`src/rtl/spi_slave_if.sv`:
```
// SPI mode-0 responder: oversampled pins, byte-wide rx handshake and a
// double-buffered tx path so a host can sustain continuous bursts.
module spi_slave_if #(
  parameter int         SYNC_STAGES   = 2,
  parameter logic [7:0] UNDERRUN_BYTE = 8'h00
) (
  input  logic       clk,
  input  logic       resetn,
  input  logic       spi_clk,
  input  logic       spi_mosi,
  input  logic       spi_cs,
  output logic       spi_miso,
  input  logic [7:0] tx_data,
  input  logic       tx_valid,
  output logic       tx_ready,
  output logic [7:0] rx_data,
  output logic       rx_valid,
  input  logic       rx_ready,
  output logic       rx_overrun,
  output logic       tx_underrun,
  input  logic       clr_flags,
  output logic       busy
);

  localparam logic [0:0] ST_IDLE   = 1'b0;
  localparam logic [0:0] ST_ACTIVE = 1'b1;

  logic [SYNC_STAGES-1:0] sclk_sync;
  logic [SYNC_STAGES-1:0] mosi_sync;
  logic [SYNC_STAGES-1:0] cs_sync;
  logic                   sclk_d;
  logic                   cs_d;

  logic                   sclk_s;
  logic                   mosi_s;
  logic                   cs_s;

  logic [0:0]             state;
  logic [2:0]             bit_cnt;
  logic [7:0]             rx_sh;
  logic [7:0]             tx_sh;
  logic [7:0]             tx_buf;
  logic                   tx_full;

  logic                   in_active;
  logic                   cs_fall;
  logic                   cs_rise;
  logic                   sclk_rise;
  logic                   sclk_fall;
  logic                   spi_rise_en;
  logic                   spi_fall_en;
  logic                   fetch;
  logic                   tx_load;
  logic                   rx_done;

  // synchronizer stage: pins -> clk domain, plus one extra flop for edges
  always_ff @(posedge clk or negedge resetn) begin
    if (!resetn) begin
      sclk_sync <= '0;
      mosi_sync <= '0;
      cs_sync   <= '1;
      sclk_d    <= 1'b0;
      cs_d      <= 1'b1;
    end else begin
      sclk_sync <= {sclk_sync[SYNC_STAGES-2:0], spi_clk};
      mosi_sync <= {mosi_sync[SYNC_STAGES-2:0], spi_mosi};
      cs_sync   <= {cs_sync[SYNC_STAGES-2:0], spi_cs};
      sclk_d    <= sclk_s;
      cs_d      <= cs_s;
    end
  end

  assign sclk_s      = sclk_sync[SYNC_STAGES-1];
  assign mosi_s      = mosi_sync[SYNC_STAGES-1];
  assign cs_s        = cs_sync[SYNC_STAGES-1];

  assign in_active   = (state == ST_ACTIVE);
  assign cs_fall     = cs_d & ~cs_s;
  assign cs_rise     = ~cs_d & cs_s;
  assign sclk_rise   = sclk_s & ~sclk_d;
  assign sclk_fall   = ~sclk_s & sclk_d;

  // clock edges coinciding with deselect are dropped along with the partial byte
  assign spi_rise_en = in_active && !cs_rise && sclk_rise;
  assign spi_fall_en = in_active && !cs_rise && sclk_fall;

  assign fetch       = (!in_active && cs_fall) || (spi_fall_en && (bit_cnt == 3'd0));
  assign tx_load     = tx_valid && !tx_full;
  assign rx_done     = spi_rise_en && (bit_cnt == 3'd7);

  // protocol stage: state, shifters and host handshakes
  always_ff @(posedge clk or negedge resetn) begin
    if (!resetn) begin
      state       <= ST_IDLE;
      bit_cnt     <= 3'd0;
      rx_sh       <= 8'h00;
      tx_sh       <= 8'h00;
      tx_buf      <= 8'h00;
      tx_full     <= 1'b0;
      rx_data     <= 8'h00;
      rx_valid    <= 1'b0;
      rx_overrun  <= 1'b0;
      tx_underrun <= 1'b0;
    end else begin
      // a fetch sees the old buffer; a same-cycle load lands for the next fetch
      tx_full <= (tx_full && !fetch) || tx_load;
      if (tx_load)
        tx_buf <= tx_data;

      if (fetch)
        tx_sh <= tx_full ? tx_buf : UNDERRUN_BYTE;
      else if (spi_fall_en)
        tx_sh <= {tx_sh[6:0], 1'b0};

      if (!in_active && cs_fall) begin
        state   <= ST_ACTIVE;
        bit_cnt <= 3'd0;
      end else if (in_active && cs_rise) begin
        state   <= ST_IDLE;
        bit_cnt <= 3'd0;
      end else if (spi_rise_en) begin
        rx_sh   <= {rx_sh[6:0], mosi_s};
        bit_cnt <= bit_cnt + 3'd1;
      end

      if (rx_done) begin
        rx_data  <= {rx_sh[6:0], mosi_s};
        rx_valid <= 1'b1;
      end else if (rx_valid && rx_ready) begin
        rx_valid <= 1'b0;
      end

      if (rx_done && rx_valid && !rx_ready)
        rx_overrun <= 1'b1;
      else if (clr_flags)
        rx_overrun <= 1'b0;

      if (fetch && !tx_full)
        tx_underrun <= 1'b1;
      else if (clr_flags)
        tx_underrun <= 1'b0;
    end
  end

  assign spi_miso = in_active ? tx_sh[7] : 1'b1;
  assign tx_ready = ~tx_full;
  assign busy     = ~cs_d;

endmodule

```
`config.mk`:
```
export PLATFORM = sky130hd
export DESIGN_NAME = spi_slave_if
export DESIGN_NICKNAME = d
export VERILOG_FILES = /design/src/rtl/spi_slave_if.sv
export SDC_FILE = /design/constraint.sdc
export NUM_CORES = 1
export LEC_CHECK = 0
export BUFFER_PORTS_ARGS = -buffer_cell sky130_fd_sc_hd__clkbuf_2
export CAP_MARGIN = 20
export CORE_UTILIZATION = 50
export DETAILED_ROUTE_END_ITERATION = 12
export PLACE_DENSITY = 0.74
export SLEW_MARGIN = 20
export SYNTH_ARGS = -nofsm -noshare
export SYNTH_HDL_FRONTEND = slang
export SYNTH_SLANG_ARGS = --single-unit
```
`constraint.sdc`:
```
create_clock -name clk -period 1.75 [get_ports clk]
set_clock_uncertainty 0.1 [all_clocks]
set_input_delay 0.2625 -clock clk [delete_from_list [all_inputs] [get_ports clk]]
set_output_delay 0.2625 -clock clk [all_outputs]
set_load 0.1 [all_outputs]
```
* Yosys cells after proc, flatten, opt, wreduce, memory -nomap -nowiden
Index checks and enable logic that the tools add are counted.
Operators by class: bitwise gates (word level) 11, shift-type cells 0, order comparisons 0, $add $sub $neg 1, reduce and logical (&&, ||, !) cells 28, multiplexer cells 14, equality and inequality tests 1, divide/modulo/power cells 0, $mul 0
Operators with widths (number):
- $mux W8 | 3
- $logic_and A1 B1 Y1 | 13
- $reduce_bool A2 Y1 | 5
- $mux W3 | 3
- $mux W1 | 8
- $not A1 Y1 | 7
- $logic_not A1 Y1 | 5
- $and A1 B1 Y1 | 4
- $add A3 B1 Y3 const B | 1
- $eq A3 B3 Y1 const B | 1
- $logic_not A3 Y1 | 1
- $reduce_and A3 Y1 | 1
- $reduce_bool A3 Y1 | 1
- $logic_or A1 B1 Y1 | 2
Word-level totals: memories 0, RAM bits 0, register bits after elaboration 47, input bits 16, word-level logic and storage cells 70, latch bits 0, bits in read-only memories 0

* Longest topological paths before layout
depth in word-level cells 10, gate-level depth with buffers 6

* Least setup slack after synthesis
OpenSTA, ideal clock, no wires.
path type register -> output, start register state (netlist: in_active), end output spi_miso, cell stages (with the launch flop) 4, path slack -0.013 ns, data required time 1.387 ns, data arrival time 1.400 ns, cell sequence dfrtp_1 buf_6 clkbuf_1 nand2b_1
Between the ends: cells in the longest elaborated chain, start to end 1
Ends and longest elaborated chain:
- from (decl) | line 38 | logic [0:0] state;
- from (signal assigned) | line 94 | state <= ST_IDLE;
- from (signal assigned) | line 116 | state <= ST_ACTIVE;
- from (signal assigned) | line 119 | state <= ST_IDLE;
- $mux W1 | line 145 | assign spi_miso = in_active ? tx_sh[7] : 1'b1;
- to (decl) | line 12 | output logic spi_miso,
No other way between the ends.

* Worst setup path after layout
start register cs_d, end output busy
Between the ends: cells in the longest elaborated chain, start to end 1
Ends and longest elaborated chain:
- from (decl) | line 32 | logic cs_d;
- from (signal assigned) | line 69 | cs_d <= cs_s;
- $not A1 Y1 | line 147 | assign busy = ~cs_d;
- to (decl) | line 22 | output logic busy
No other way between the ends.

==> summary.md <==
| Metric | Value |
|---|---|
| Worst min path class | `in -> reg` |
| Fin crit share | `a little over nine tenths` |
| Post-synth top area cell | `dfrtp_1` |
| Relative slew slack | `between 60% and 70%` |
| CTS tree | `yes` |
| Critical path type | `reg -> out` |
| P&R area growth vs syn | `17.9%` |
| Most frequent cells in the layout | `43 x dfrtp_1, 27 x clkbuf_2, 23 x mux2_2` |
| GR Util All Layers | `a little under a fifth` |
| Unrepaired setup endpoints after global routing | `no` |
| Max Fanout on Critical Path | `5` |
| Hold wc startpoint | `tx_data[7]` |
| Vias per cell | `5.59` |
| Ys flop type | `dfrtp_1` |
| R2r setup slk | `120 ps` |
| Hold Vio Cnt, Final | `0` |
| PortBufs | `29` |
| Max Fclk | `610 MHz` |
| Worst Path Buf+Inv | `2` |
| Max IR drop VDD | `0.852 mV` |
| Area contributors post-synth | `dfrtp_1 55%, mux2_2 13%, dfstp_2 3.9%` |
| CTS max path bufs | `2` |
| Final setup vio count | `0` |
| # fillers | `273` |
| Clk slew on worst S/H paths | `80 ps` |
| Gp weighted congestion | `~0.76` |
| Final ANT Viol Nets | `0` |
| Post-synthesis register bit count | `47` |
| Worst-margin pin slew | `580 ps` |
| Final min period | `1640 ps` |
| WP data arrival | `1280 ps` |
| RR Endpoint | `bit_cnt[2]` |
| Commonest non-fill, non-tap cell in the layout | `dfrtp_1` |
| Worst-Skew Late Latency | `290 ps` |
| Via count | `between 1000 and 1500` |
| Syn Std Cell Area | `a little over 2000 um2` |
| EDFF count, synth | `0` |
| Core Util, Final | `63.0%` |
| Avg WL per Cell | `roughly 15 um` |
| Post-Syn Nets | `168` |
| Cts bufs inserted | `5` |
| WL final | `3.63 mm` |
| Final nets | `208` |
| Required time of the worst setup path | `1390 ps` |
| Distinct cells, synth | `34` |
| Initial Utilization | `53.5%` |
| Reg2reg path depth | `3` |
| Hold Path Depth | `2` |
| Share of Yosys cell area claimed by the top area cell type | `54.6%` |
| Setup Total Neg Slack | `0 ps` |
| HPWL after detailed placement | `~2.5 mm` |
| WP depth | `2` |
| Largest net degree at the start of global routing | `48` |
| R2R Path Start | `cs_d` |
| # diodes | `0` |
| Max Slew Vio Count | `0` |
| Share of cells above drive strength 1 | `44.1%` |
| Yosys warning count | `0` |
| Crit path capture type | `primary output` |
| Async S/R FF share, synth | `between 90% and 100%` |
| Leakage | `1.13 nW` |
| IO Count | `30` |
| Status | `completed` |
| WHS Endpoint | `tx_buf[7]` |
| Initial antenna violation count | `0` |
| Chip width | `65.5 um` |
| Slowest CP cell | `dfstp_2` |
| Die height | `65.5 um` |
| Remaining DRCs | `0` |
| Root buffer cell | `clkbuf_8` |
| Worst setup SP type | `flop` |
| Std-Cell Rows | `22` |
| Die area | `roughly 4300 um2` |
| CP max stage delay | `560 ps` |
| Mean Syn Cell Area | `13.5 um2` |
| Num Clock Sinks | `47` |
| Global-route wire length before repair | `6.16 mm` |
| 1st-pass router iterations | `5` |
| Top delay family on crit path | `flip-flops` |
| Max-cap viol count | `0` |
| CP cell instances | `inv_1 -> clkbuf_2` |
| Initial drt markers | `slightly below 60` |
| Syn Inst Count | `~150` |
| Core ar. | `3770 um2` |
| Vias in the first global route | `1316` |
| PwrDens | `roughly 1200 nW/um2` |
| Sequential share of the synthesized area | `between 50% and 60%` |
| Grt total ovfl | `0` |
| H-tree Lvls | `2` |
[registers in the layout (all words and copies together) (netlist names)]
| signal | cells |
|---|---|
| tx_sh | 8 |
| in_active | 1 |
| rx_valid | 1 |
| rx_data | 8 |
| sclk_sync | 2 |
| tx_underrun | 1 |
| rx_sh | 7 |
| sclk_d | 1 |
| mosi_sync | 2 |
| tx_full | 1 |
| cs_d | 1 |
| rx_overrun | 1 |
| tx_buf | 8 |
| cs_sync | 2 |
| bit_cnt | 3 |
[where the power goes]
group	total [mW]	internal [mW]	leakage, nW	switching (mW)
Clock	0.589	0.265	0.0361	0.324
Sequential	1.56	1.37	0.578	0.186
Combinational	0.817	0.402	0.514	0.415
[cell type report]
type,count,area (um2),share of cell area [%]
clock buffer,5,68.8,2.90
clock inverter,1,7.51,0.316
inverter,5,18.8,0.790
multi-input combinational,86,754,31.8
sequential,47,1180,49.7
tap,48,60.1,2.53
timing repair buffer,44,285,12.0
[kinds of logic (layout without fill, tap and decap cells)]
family / count (synthesis) / count (layout) / synth area share [%]
AO/OA/AOI/OAI: 29 / 29 / 11.0
multiplexers: 26 / 26 / 15.1
flip-flops: 47 / 47 / 58.5
AND/OR/NAND/NOR: 28 / 28 / 9.37
buffers and inverters: 16 / 55 / 4.16
adder cells (fa/ha/maj): 3 / 3 / 1.86
[synthesized netlist by cell type (2+ instances only)]
master    instances
nand2b_1          3
mux2_2           23
dfstp_2           3
buf_6             2
clkbuf_1          5
and3_1            2
o211ai_1          7
nand2_1           4
buf_4             2
mux2_4            3
ha_1              3
nand3_1           7
a31oi_1           9
inv_1             5
dfrtp_1          44
a311oi_1          7
nor2b_1           3
[how the worst max path moves through the flow]
stage,from,end,slack [ps]
CTS,in_active,spi_miso,50
floorplan,tx_full,tx_underrun,110
detailed placement,cs_d,rx_data[2],110
global placement,in_active,bit_cnt[2],170
global route,cs_d,rx_data[2],40
finish,cs_d,busy,110
[timing repair]
item	CTS	global route
hold buffers	4	0
endpoints found under the hold margin	47	0
resized for setup	0	1
endpoints found under the setup margin	0	1
setup buffers	0	0
[per-stage QoR]
step | instance area, um2 | total power, mW | setup slack [ps] | std cells | hold slack [ps]
after floorplan | 2020 | 2.13 | 111 | 149 | -133
after global placement | 2260 | 2.34 | 169 | 226 | 240
after detailed placement | 2260 | 2.38 | 107 | 226 | 244
after CTS | 2370 | 2.98 | 45.9 | 236 | 92.0
after global routing | 2380 | 3.14 | 38.6 | 236 | 91.5
final | 2380 | 2.96 | 112 | 236 | 99.6
[routing by layer]
layer  wire length, um  global-route usage (%)
met3               174                    4.86
met2              1710                    29.0
met1              1680                    26.4
met5                 0                       0
met4                68                    7.88
(Power assumes the default switching activity.)
